[config.mk]
export PLATFORM = sky130hd
export DESIGN_NAME = pool_sequencer
export DESIGN_NICKNAME = d
export VERILOG_FILES = /design/src/rtl/cnn_pkg.sv /design/src/rtl/pool_sequencer_max_accum.sv /design/src/rtl/pool_sequencer.sv
export SDC_FILE = /design/constraint.sdc
export NUM_CORES = 1
export LEC_CHECK = 0
export CAP_MARGIN = 40
export CORE_UTILIZATION = 30
export DETAILED_ROUTE_END_ITERATION = 8
export DONT_BUFFER_PORTS = 1
export PLACE_DENSITY_LB_ADDON = 0.15
export RECOVER_POWER = 100
export SYNTH_ARGS = -nofsm -noshare
export SYNTH_HDL_FRONTEND = slang
export SYNTH_SLANG_ARGS = --single-unit
[constraint.sdc]
create_clock -name clk -period 10.9 [get_ports clk]
set_clock_uncertainty 0.2 [all_clocks]
set_input_delay 2.18 -clock clk [delete_from_list [all_inputs] [get_ports clk]]
set_output_delay 2.18 -clock clk [all_outputs]
set_load 0.005 [all_outputs]
[src/rtl/cnn_pkg.sv]
// cnn_pkg: shared types and helpers for the CNN datapath blocks.
//   pool_state_t     - pooling sequencer FSM states
//   addr_width       - bit width needed to address 'depth' words (min 1)
//   conv_addr_width  - flat convolution buffer address width
//   pool_addr_width  - flat pooled buffer address width
package cnn_pkg;

  typedef enum logic [1:0] {
    IDLE  = 2'd0,
    READ  = 2'd1,
    DRAIN = 2'd2,
    DONE  = 2'd3
  } pool_state_t;

  function automatic int unsigned addr_width(input int unsigned depth);
    return (depth <= 1) ? 1 : $clog2(depth);
  endfunction

  function automatic int unsigned conv_addr_width(input int unsigned features,
                                                  input int unsigned height,
                                                  input int unsigned width);
    return addr_width(features * height * width);
  endfunction

  function automatic int unsigned pool_addr_width(input int unsigned features,
                                                  input int unsigned height,
                                                  input int unsigned width);
    return addr_width(features * height * width);
  endfunction

endpackage

[src/rtl/pool_sequencer_max_accum.sv]
// pool_max_accum: signed running-maximum register for one pooling tile.
// Optional feature macro: POOL_RELU_EN (seed the tile maximum with 0 so the
// pooled value becomes max(0, tile max)); undefined = pure signed max.
// Ports:
//   clk, reset          - clock, synchronous active-high reset
//   in_valid            - data is a tile element this cycle
//   first, last         - element is the first / last of its tile
//   data                - signed element value
//   out_valid, out_data - registered tile maximum, valid one cycle after 'last'
module pool_max_accum #(
  parameter int unsigned DATA_WIDTH = 8
) (
  input  logic                         clk,
  input  logic                         reset,
  input  logic                         in_valid,
  input  logic                         first,
  input  logic                         last,
  input  logic signed [DATA_WIDTH-1:0] data,
  output logic                         out_valid,
  output logic signed [DATA_WIDTH-1:0] out_data
);

  logic signed [DATA_WIDTH-1:0] acc;
  logic signed [DATA_WIDTH-1:0] base;
  logic signed [DATA_WIDTH-1:0] acc_next;

  always_comb begin
`ifdef POOL_RELU_EN
    base = first ? '0 : acc;
`else
    base = first ? data : acc;
`endif
    acc_next = (data > base) ? data : base;
  end

  always_ff @(posedge clk) begin
    if (reset) begin
      acc       <= '0;
      out_valid <= 1'b0;
      out_data  <= '0;
    end else begin
      out_valid <= in_valid && last;
      if (in_valid) begin
        acc <= acc_next;
        if (last) begin
          out_data <= acc_next;
        end
      end
    end
  end

endmodule

[src/rtl/pool_sequencer.sv]
// pool_sequencer: sequential max-pooling engine. On start it reads every
// feature map in POOLING_STRIDE x POOLING_STRIDE tiles (one read per clock),
// keeps a signed running max per tile and writes one pooled word per tile,
// then pulses done.
// Optional feature macro: POOL_RELU_EN (handled in pool_max_accum).
// Ports:
//   clk, reset    - clock, synchronous active-high reset
//   start         - begin a pass (sampled only in IDLE)
//   busy, done    - pass in progress / one-cycle end-of-pass pulse
//   conv_rd_en, conv_rd_addr, conv_rd_data - convolution buffer read port
//                   (data returns one cycle after the strobe)
//   pool_wr_en, pool_wr_addr, pool_wr_data - pooled buffer write port
module pool_sequencer
  import cnn_pkg::*;
#(
  parameter int unsigned NUM_FEATURES       = 3,
  parameter int unsigned POOLING_STRIDE     = 2,
  parameter int unsigned CONVOLUTION_HEIGHT = 25,
  parameter int unsigned CONVOLUTION_WIDTH  = 25,
  parameter int unsigned POOLED_HEIGHT      = 12,
  parameter int unsigned POOLED_WIDTH       = 12,
  parameter int unsigned DATA_WIDTH         = 8,
  localparam int unsigned CONV_AW = conv_addr_width(NUM_FEATURES, CONVOLUTION_HEIGHT, CONVOLUTION_WIDTH),
  localparam int unsigned POOL_AW = pool_addr_width(NUM_FEATURES, POOLED_HEIGHT, POOLED_WIDTH)
) (
  input  logic                         clk,
  input  logic                         reset,
  input  logic                         start,
  output logic                         busy,
  output logic                         done,
  output logic                         conv_rd_en,
  output logic [CONV_AW-1:0]           conv_rd_addr,
  input  logic signed [DATA_WIDTH-1:0] conv_rd_data,
  output logic                         pool_wr_en,
  output logic [POOL_AW-1:0]           pool_wr_addr,
  output logic signed [DATA_WIDTH-1:0] pool_wr_data
);

  localparam int unsigned FW = addr_width(NUM_FEATURES);
  localparam int unsigned RW = addr_width(POOLED_HEIGHT);
  localparam int unsigned CW = addr_width(POOLED_WIDTH);
  localparam int unsigned SW = addr_width(POOLING_STRIDE);

  pool_state_t state, state_next;
  logic        drain_cnt;

  // Tile walk counters, outermost to innermost: f, r, c, pr, pc.
  logic [FW-1:0] f;
  logic [RW-1:0] r;
  logic [CW-1:0] c;
  logic [SW-1:0] pr;
  logic [SW-1:0] pc;

  logic tile_first;
  logic tile_last;
  logic pass_last;

  // Read-side pipeline: tile flags travel with the strobe so they line up
  // with conv_rd_data one cycle later.
  logic rd_valid_q;
  logic first_q;
  logic last_q;

  logic                         acc_valid;
  logic signed [DATA_WIDTH-1:0] acc_data;
  logic [POOL_AW-1:0]           wr_cnt;

  always_comb begin
    tile_first = (pr == '0) && (pc == '0);
    tile_last  = (pr == SW'(POOLING_STRIDE - 1)) && (pc == SW'(POOLING_STRIDE - 1));
    pass_last  = tile_last
              && (c == CW'(POOLED_WIDTH - 1))
              && (r == RW'(POOLED_HEIGHT - 1))
              && (f == FW'(NUM_FEATURES - 1));
  end

  always_ff @(posedge clk) begin
    if (reset) begin
      state     <= IDLE;
      drain_cnt <= 1'b0;
    end else begin
      state     <= state_next;
      drain_cnt <= (state == DRAIN) ? ~drain_cnt : 1'b0;
    end
  end

  always_comb begin
    state_next = state;
    conv_rd_en = 1'b0;
    busy       = 1'b0;
    done       = 1'b0;
    case (state)
      IDLE: begin
        if (start) begin
          state_next = READ;
        end
      end
      READ: begin
        conv_rd_en = 1'b1;
        busy       = 1'b1;
        if (pass_last) begin
          state_next = DRAIN;
        end
      end
      DRAIN: begin
        busy = 1'b1;
        if (drain_cnt) begin
          state_next = DONE;
        end
      end
      DONE: begin
        done       = 1'b1;
        state_next = IDLE;
      end
      default: state_next = IDLE;
    endcase
  end

  always_ff @(posedge clk) begin
    if (reset || (state != READ)) begin
      f  <= '0;
      r  <= '0;
      c  <= '0;
      pr <= '0;
      pc <= '0;
    end else if (pc != SW'(POOLING_STRIDE - 1)) begin
      pc <= pc + SW'(1);
    end else begin
      pc <= '0;
      if (pr != SW'(POOLING_STRIDE - 1)) begin
        pr <= pr + SW'(1);
      end else begin
        pr <= '0;
        if (c != CW'(POOLED_WIDTH - 1)) begin
          c <= c + CW'(1);
        end else begin
          c <= '0;
          if (r != RW'(POOLED_HEIGHT - 1)) begin
            r <= r + RW'(1);
          end else begin
            r <= '0;
            if (f != FW'(NUM_FEATURES - 1)) begin
              f <= f + FW'(1);
            end else begin
              f <= '0;
            end
          end
        end
      end
    end
  end

  // Flat address; rows/cols beyond POOLED*STRIDE are never generated.
  always_comb begin
    conv_rd_addr = '0;
    if (conv_rd_en) begin
      conv_rd_addr = CONV_AW'(f) * CONV_AW'(CONVOLUTION_HEIGHT * CONVOLUTION_WIDTH)
                   + (CONV_AW'(r) * CONV_AW'(POOLING_STRIDE) + CONV_AW'(pr)) * CONV_AW'(CONVOLUTION_WIDTH)
                   + CONV_AW'(c) * CONV_AW'(POOLING_STRIDE) + CONV_AW'(pc);
    end
  end

  always_ff @(posedge clk) begin
    if (reset) begin
      rd_valid_q <= 1'b0;
      first_q    <= 1'b0;
      last_q     <= 1'b0;
    end else begin
      rd_valid_q <= conv_rd_en;
      first_q    <= tile_first;
      last_q     <= tile_last;
    end
  end

  pool_max_accum #(
    .DATA_WIDTH (DATA_WIDTH)
  ) u_accum (
    .clk       (clk),
    .reset     (reset),
    .in_valid  (rd_valid_q),
    .first     (first_q),
    .last      (last_q),
    .data      (conv_rd_data),
    .out_valid (acc_valid),
    .out_data  (acc_data)
  );

  // Write addresses are simply sequential because tiles complete in
  // f, r, c order, matching the flat pooled layout.
  always_ff @(posedge clk) begin
    if (reset || (state == DONE)) begin
      wr_cnt <= '0;
    end else if (acc_valid) begin
      wr_cnt <= wr_cnt + POOL_AW'(1);
    end
  end

  always_comb begin
    pool_wr_en   = acc_valid;
    pool_wr_addr = acc_valid ? wr_cnt : '0;
    pool_wr_data = acc_valid ? acc_data : '0;
  end

endmodule

==> out/qor.yml <==
clocking:
  ctsHoldBuffers: 0
  cts_repair_resize_count: 0
  htree_levels: 2
  cts_tree: "built"
  clk_latency_ns: 0.29
  cts_made_buffers: 5
  cts_root_buf: "clkbuf_8"
  ctsLongestPathBuffers: 2
  cts.clk_slew.worst_paths_ns: 0.09
  clkSinkCount: 44
  cts_setup_buffers: 0
global_routing:
  grt_max_degree: 26
  grt_antenna_before_repair: 0
  grt_overflow_total: 0
  grt_use_total_pct: 12.4
  grt_pass1_vias: 2325
  grt_pass1_wl_um: 11400
pwr:
  leakagePower_nw: 1.48
  p_int_w: 0.000259
  power_per_cell_area_nw_per_um2: 110
  pwr-share-clk_pct: 27.4
  pwr-share-comb_pct: 24.6
  totalPowerFinal_w: 0.000380
  seq_power_share_pct: 48.0
  switching_share_pct: 32.0
  power.switching_w: 0.000122
  vdd_ir_drop_max_mv: 0.0736
cells_and_area:
  final_common_cell: "ha_1"
  fin_area_sq_um: 3460
  layout_common_cells: "ha_1, dfxtp_1, nor2_1, nand2_1, nand2b_1"
  antenna_cells: 0
  syn_to_final_growth_pct: 6.11
  drive_gt1_share_pct: 3.86
  layout.nets: 429
  instances_no_fill: 499
placed_design:
  dp.cells: 491
  place_area_sq_um: 3390
  hpwl_um: 5230
  gp_congestion: 0.757
  port_buffers: 0
sta:
  fin_crit_ns: 6.43
  max_freq_mhz: 156
  fin_setup_tns_ns: 0
  slew_headroom_pct: 27.7
  rsz0062_at_grt: "false"
  drv_slew: 0
  tightestPinTransition_ns: 1.08
  setup_violations: 0
  hold_viol: 0
  fin_crit_sh_pct: 59.0
setup_path:
  r2r_cells: 7
  path_class: "reg -> out"
  rrSetupSlack_ns: 7.26
  worst-path-max-fanout: 8
  r2r_end: "u_accum.acc[3]"
  critPathLaunch: "pr"
  worstPathRequired_ns: 8.52
  critPathCaptureType: "output port"
  r2r-start: "first_q"
  crit_arrival_ns: 4.05
  critPathLaunchType: "register"
  crit_end: "conv_rd_addr[9]"
flow_run:
  drv_cap: 0
floorplan:
  io_pins: 43
  dieArea_sq_um: 11300
  initial_core_util_pct: 31.3
  core-area_sq_um: 10400
  dieHeight_um: 106
  die_w_um: 106
  num_rows: 37
drt:
  vias_per_cell: 4.79
  num_vias: 2392
  ant_nets: 0
  post_drt_wl_per_cell_um: 13.4
  drc: 0
  firstDrtPassIters: 4
  drt-total-wl_um: 6660
  drtIter0Drc: 88
yosys:
  syn-num-nets: 431
  yosys_register_bits: 44
  synth_cell_types: 48
  ys_warn_count: 0
  synth_cells: 364
  yosysTopAreaCell: "dfxtp_1"
  syn-cell-area_sq_um: 3260
  synth_top_area_share_pct: 27.0
  ys_seq_area_share_pct: 27.0
  ys_dominant_reg_cell: "dfxtp_1"
  syn_avg_cell_area_sq_um: 8.95
  synth.area.top_cells: "dfxtp_1, ha_1, fa_1"
  synth-edff-count: 0
  async_flop_share_pct: 0
min_path:
  worst_hold_path_type: "reg -> reg"
  holdPathStages: 2
outcome:
  status: "finished clean"
-- layout make-up --
class | count | area (sq um)
fill | 1118 | 6960
multi-input combinational | 289 | 2230
sequential | 44 | 881
tap | 136 | 170
clock buffer | 6 | 82.6
inverter | 22 | 82.6
clock inverter | 2 | 10.0
-- sequential cells by signal (all words and copies together) (netlist names) --
register / flops
state: 2
rd_valid_q: 1
pr: 1
u_accum.acc: 8
drain_cnt: 1
f: 2
wr_cnt: 9
pc: 1
r: 4
u_accum.out_valid: 1
first_q: 1
u_accum.out_data: 8
c: 4
last_q: 1
-- how the worst min path moves through the flow --
stage / endpoint / startpoint
CTS: u_accum.out_data[2] / u_accum.out_data[2]
floorplan: u_accum.out_data[4] / u_accum.out_data[4]
global placement: u_accum.out_data[2] / u_accum.out_data[2]
detailed placement: u_accum.out_data[2] / u_accum.out_data[2]
global route: u_accum.acc[6] / u_accum.acc[6]
finish: u_accum.out_data[1] / u_accum.out_data[1]
-- through the flow --
step | hold WS, ns | util, % | setup WS [ns]
floorplan | 0.234 | - | 5.10
global placement | 0.252 | 32.6 | 4.77
detailed placement | 0.256 | 32.6 | 4.79
CTS | 0.275 | 33.4 | 4.41
global route | 0.299 | 33.2 | 4.14
finish | 0.268 | 33.2 | 4.47
-- kinds of logic (layout without fill, tap and decap cells) --
group | Yosys count | in the layout | synth area share, %
DFF | 44 | 44 | 27.0
xor gates and xnor gates | 14 | 14 | 3.76
and+or+nand+nor | 145 | 145 | 23.1
buffers and inverters | 31 | 30 | 3.65
AOI/OAI and AO/OA | 53 | 53 | 12.1
adders and majority gates | 56 | 56 | 23.8
muxes | 21 | 21 | 6.53
-- cell usage after synthesis, types with 2 or more instances --
cell type and instances:
a21o_1 2, a21oi_1 13, and2_1 19, and4_1 2
buf_2 2, clkbuf_1 7, dfxtp_1 44, fa_1 10
ha_1 46, inv_1 21, mux2_2 2, mux2i_1 19
nand2_1 34, nand2b_1 23, nand3_1 4, nand4_1 3
nor2_1 34, nor2b_1 5, nor3_1 8, o211ai_1 15
o21a_1 2, o21ai_0 6, or2_2 2, or3_1 5
xnor2_1 7, xor2_1 7
-- power groups by stage --
stage / registers, W / logic, W / clock network (W)
floorplan: 0.000181 / 0.0000842 / 0
global placement: 0.000186 / 0.000101 / 0
detailed placement: 0.000186 / 0.000101 / 0
CTS: 0.000183 / 0.000101 / 0.000110
global route: 0.000185 / 0.000107 / 0.000117
finish: 0.000183 / 0.0000937 / 0.000104
-- worst max-delay path, stage by stage, from the launching register on --
cell and delay [ns]:
dfxtp_1 0.55, ha_1 0.22, inv_1 0.05, fa_1 0.48, inv_1 0.05, fa_1 0.49, fa_1 0.50, ha_1 0.34
o21a_1 0.20, a2111oi_0 0.56, o311ai_0 0.21, o41ai_1 0.12
-- routing by layer --
layer  vias up  track usage (%)  wire, um
li1       1252                -         -
met1      1099             18.9      3630
met2        39             18.1      2720
met3         2             2.33       271
met4         0             2.38        46
met5         -                0         0
No activity file was read; power rests on OpenSTA's default activity.
